## config.mk

```make
export PLATFORM = sky130hd
export DESIGN_NAME = sync_fifo
export DESIGN_NICKNAME = d
export VERILOG_FILES = /design/src/rtl/sync_fifo.sv
export SDC_FILE = /design/constraint.sdc
export NUM_CORES = 1
export LEC_CHECK = 0
export BUFFER_PORTS_ARGS = -buffer_cell sky130_fd_sc_hd__buf_4
export CORE_ASPECT_RATIO = 0.75
export CORE_MARGIN = 2
export CORE_UTILIZATION = 52
export CTS_BUF_LIST = sky130_fd_sc_hd__clkbuf_4
export DETAILED_ROUTE_END_ITERATION = 10
export PLACE_DENSITY_LB_ADDON = 0.1
export SYNTH_ARGS = -nofsm -noshare
export SYNTH_HDL_FRONTEND = slang
export SYNTH_SLANG_ARGS = --single-unit
```

## constraint.sdc

```tcl
create_clock -name clk -period 4.1 [get_ports clk]
set_clock_uncertainty 0.1 [all_clocks]
set_input_delay 0.82 -clock clk [delete_from_list [all_inputs] [get_ports clk]]
set_output_delay 0.82 -clock clk [all_outputs]
set_load 0.1 [all_outputs]
```

## src/rtl/sync_fifo.sv

```systemverilog
// -----------------------------------------------------------------------------
// sync_fifo
//
// Single-clock FIFO used to stage DATA_WIDTH-bit words between a producer and
// a consumer that share one clock. Read data is registered, so a word
// appears on data_out one cycle after the edge that accepts the read.
//
// Ports:
//   clk          rising-edge clock
//   rst          asynchronous active-low reset (0 = reset)
//   data_in      write data, captured when a write is accepted
//   wr_en        write request
//   rd_en        read request
//   data_out     registered read data; holds its value when no read is accepted
//   f_empty      FIFO holds zero entries
//   f_full       FIFO holds DEPTH entries
//   almost_full  count >= ALMOST_FULL_TH
//   almost_empty count <= ALMOST_EMPTY_TH
//   count        current occupancy, 0..DEPTH
//   overflow     one-cycle pulse after a write was rejected because the FIFO was full
//   underflow    one-cycle pulse after a read was rejected because the FIFO was empty
// -----------------------------------------------------------------------------
module sync_fifo #(
    parameter int DATA_WIDTH      = 8,
    parameter int DEPTH           = 8,
    parameter int ALMOST_FULL_TH  = DEPTH - 1,
    parameter int ALMOST_EMPTY_TH = 1,
    localparam int ADDR_WIDTH     = $clog2(DEPTH)
) (
    input  logic                  clk,
    input  logic                  rst,
    input  logic [DATA_WIDTH-1:0] data_in,
    input  logic                  wr_en,
    input  logic                  rd_en,
    output logic [DATA_WIDTH-1:0] data_out,
    output logic                  f_empty,
    output logic                  f_full,
    output logic                  almost_full,
    output logic                  almost_empty,
    output logic [ADDR_WIDTH:0]   count,
    output logic                  overflow,
    output logic                  underflow
);

    // Thresholds sized to the count register so the flag compares are width-matched.
    localparam logic [ADDR_WIDTH:0] FULL_CNT = DEPTH[ADDR_WIDTH:0];
    localparam logic [ADDR_WIDTH:0] AF_CNT   = ALMOST_FULL_TH[ADDR_WIDTH:0];
    localparam logic [ADDR_WIDTH:0] AE_CNT   = ALMOST_EMPTY_TH[ADDR_WIDTH:0];

    logic [DATA_WIDTH-1:0] mem [DEPTH];
    logic [ADDR_WIDTH-1:0] wr_ptr;
    logic [ADDR_WIDTH-1:0] rd_ptr;
    logic                  wr_accept;
    logic                  rd_accept;

    // Flags are pure functions of the registered count.
    assign f_empty      = (count == '0);
    assign f_full       = (count == FULL_CNT);
    assign almost_full  = (count >= AF_CNT);
    assign almost_empty = (count <= AE_CNT);

    // A full FIFO can still take a write when a read frees a slot in the same
    // cycle; an empty FIFO never forwards a same-cycle write to the read side.
    assign rd_accept = rd_en && !f_empty;
    assign wr_accept = wr_en && (!f_full || rd_accept);

    // NOTE: sequential state uses non-blocking assignments so every register
    // samples the pre-edge values of its peers, independent of block ordering.
    always_ff @(posedge clk or negedge rst) begin
        if (!rst) begin
            wr_ptr    <= '0;
            rd_ptr    <= '0;
            count     <= '0;
            data_out  <= '0;
            overflow  <= 1'b0;
            underflow <= 1'b0;
        end else begin
            overflow  <= wr_en && !wr_accept;
            underflow <= rd_en && !rd_accept;

            if (wr_accept) begin
                wr_ptr <= wr_ptr + 1'b1;
            end

            if (rd_accept) begin
                data_out <= mem[rd_ptr];
                rd_ptr   <= rd_ptr + 1'b1;
            end

            unique case ({wr_accept, rd_accept})
                2'b10:   count <= count + 1'b1;
                2'b01:   count <= count - 1'b1;
                default: count <= count;
            endcase
        end
    end

    // NOTE: the storage array is deliberately left out of reset; stale words are
    // unreachable because the pointers and count are cleared, and an unreset
    // array maps onto plain RAM instead of a bank of resettable flops.
    always_ff @(posedge clk) begin
        if (wr_accept) begin
            mem[wr_ptr] <= data_in;
        end
    end

endmodule

```

==> qor.yml <==
timing:
  maxClockFrequency_mhz: 343
  finalSetupTns_ns: 0
  worst_pin_slew_ns: 1.08
  period_share_pct: 71.1
  grt_setup_unrepaired: "false"
  finalCriticalPeriod_ns: 2.91
  setup_viol: 0
  max_slew_margin_pct: 27.4
  hold_viol: 0
  slew_viol_final: 0
floorplan:
  num_rows: 25
  die_y_um: 74.6
  die_area_mm2: 0.00732
  die_w_um: 98.2
  initial_utilization_pct: 54.2
  core_mm2: 0.00638
  ioPinCount: 30
detailed_routing:
  wire_per_inst_um: 19.8
  ant_nets: 0
  drc: 0
  routed_wirelength_mm: 6.90
  viasPerCell: 5.57
  drt_iter0_drc: 194
  via_count: 1944
  drtPass1Iterations: 4
status:
  outcome: "finished, final reports clean"
critical_path:
  reg2reg_from: "count[0]"
  cp_max_fo: 6
  ff2ff_path_depth: 6
  critical_path_required_ns: 3.18
  rr_endpoint: "mem[1][5]"
  startpoint: "count[0]"
  end_kind: "output pin"
  worstPathArrival_ns: 1.99
  start_kind: "flop"
  r2r_slack_ns: 1.44
  path_class: "reg2out"
clock_network:
  cts.hold.buffers_added: 0
  htree_levels: 3
  cts_resized: 0
  cts_tree: "built"
  worstSkewPairLatency_ns: 0.43
  cts_inserted_buffers: 9
  path_clk_slew_ns: 0.13
  clockBufferDepth: 2
  root_buffer: "clkbuf_4"
  clock-sinks: 84
  cts_setup_buffers: 0
global_route:
  grt_pass1_vias: 1810
  grt_antenna_before_repair: 0
  grt.overflow.total: 0
  grt_max_degree: 35
  grt_use_total_pct: 20.1
  grt_pass1_wl_mm: 10.3
cells_and_area:
  layout-drive-gt1-share_pct: 18.7
  nFillCells: 490
  antenna_cells: 0
  area_growth_pct: 11.9
  final_nets: 280
worst_hold_path:
  hold_path_class: "in2async"
logic_synthesis:
  ys_types: 32
  syn_nets: 251
  yosysSeqAreaShare_pct: 70.1
  synth_area_mm2: 0.00346
  netlist_instances: 234
  synthFlopType: "edfxtp_1"
  syn-mean-instance-area_um2: 14.8
  synthTopCellsByArea: "edfxtp_1, dfrtp_1, mux2i_1"
  ys_ff_latch: 84
  synth_edf_count: 64
  synthArstFlopShare_pct: 23.8
  yosysTopAreaCell: "edfxtp_1"
  synth.top_cell.area_share_pct: 55.6
  yosysWarnings: 0
flow_run:
  cap_violations: 0
place:
  portBuffers: 29
  place.gp.congestion: 0.735
  dp_hpwl_mm: 4.66
## stage by stage
| stage | hold slack [ns] | utilization [%] | instances | instance area [um2] | setup WS (ns) |
|---|---|---|---|---|---|
| after floorplan | 0.380 | - | 234 | 3470 | 0.639 |
| after global placement | 0.361 | 58.5 | 333 | 3730 | 1.46 |
| after detailed placement | 0.366 | 58.5 | 333 | 3730 | 1.44 |
| after CTS | 0.137 | 60.6 | 349 | 3870 | 1.17 |
| after global routing | 0.142 | 60.6 | 349 | 3870 | 0.982 |
| final | 0.146 | 60.6 | 349 | 3870 | 1.19 |
## worst max-delay path: stages, from the launching register on
cell and delay [ns]:
dfrtp_1 0.47, inv_1 0.12, ha_1 0.27, nor3b_2 0.35
buf_4 0.36
## cells in the final DEF (no fill, tap or decap), types with 4 or more instances in the layout
cell type / instances
nand3_1: 8
xnor2_1: 5
nand2b_1: 5
buf_4: 29
a22oi_1: 16
ha_1: 5
edfxtp_1: 64
clkbuf_4: 9
inv_1: 4
nand2_1: 24
dfrtp_1: 19
mux2i_1: 33
nor2_1: 11
## layer usage
| layer | share of wire, % | wire length [um] | vias to the layer above | global-route usage, % |
|---|---|---|---|---|
| met1 | 50 | 3430 | 942 | 31.0 |
| met4 | 1.4 | 98 | 0 | 6.85 |
| met3 | 6.6 | 453 | 8 | 6.22 |
| met5 | 0 | 0 | - | 0 |
| li1 | - | - | 928 | - |
| met2 | 42 | 2920 | 66 | 27.3 |
## final cells by class
cell class              count  area, um2  share of cell area (%)
multi-input cells         135        976                    25.2
clock inverters             7       67.6                    1.75
well taps                  81        101                    2.62
clock buffers               9       67.6                    1.75
repair buffers             29        218                    5.63
flip-flops and latches     84       2420                    62.6
inverters                   4       15.0                   0.388
## synth_stat cells, types with 3 or more instances
master    count
a22oi_1      16
buf_1         3
dfrtp_1      20
xor2_1        3
mux2i_1      33
clkbuf_1      3
ha_1          5
buf_2         4
nand3_1       8
nor2b_1       3
nor3_1        4
xnor2_1       5
nor2_1       11
nand2_1      24
nand2b_1      5
inv_1         4
edfxtp_1     64
## kinds of logic after synthesis
family	count (synthesis)	share of synthesized area, %
flops	84	70.1
simple gates	65	8.94
mux	35	10.2
compound gates	22	4.96
buf+inv	15	1.99
xor+xnor	8	2.03
fa+ha+maj	5	1.81
## flip-flops by register name (all words and copies together), names as in the netlist
register / count
overflow: 1
data_out: 8
underflow: 1
mem: 64
rd_ptr: 3
count: 4
wr_ptr: 3
## how the worst max path moves through the flow
stage / depth (start not counted) / slack [ns] / endpoint
after floorplan: 3 / 0.64 / f_empty
final: 4 / 1.19 / f_empty
after global placement: 4 / 1.46 / mem[1][0]
after detailed placement: 6 / 1.44 / mem[1][5]
after global routing: 4 / 0.98 / f_empty
after CTS: 4 / 1.17 / f_empty
Power is not shown: default switching activity piles up to over one toggle a cycle in this logic, so the estimate is an artifact.
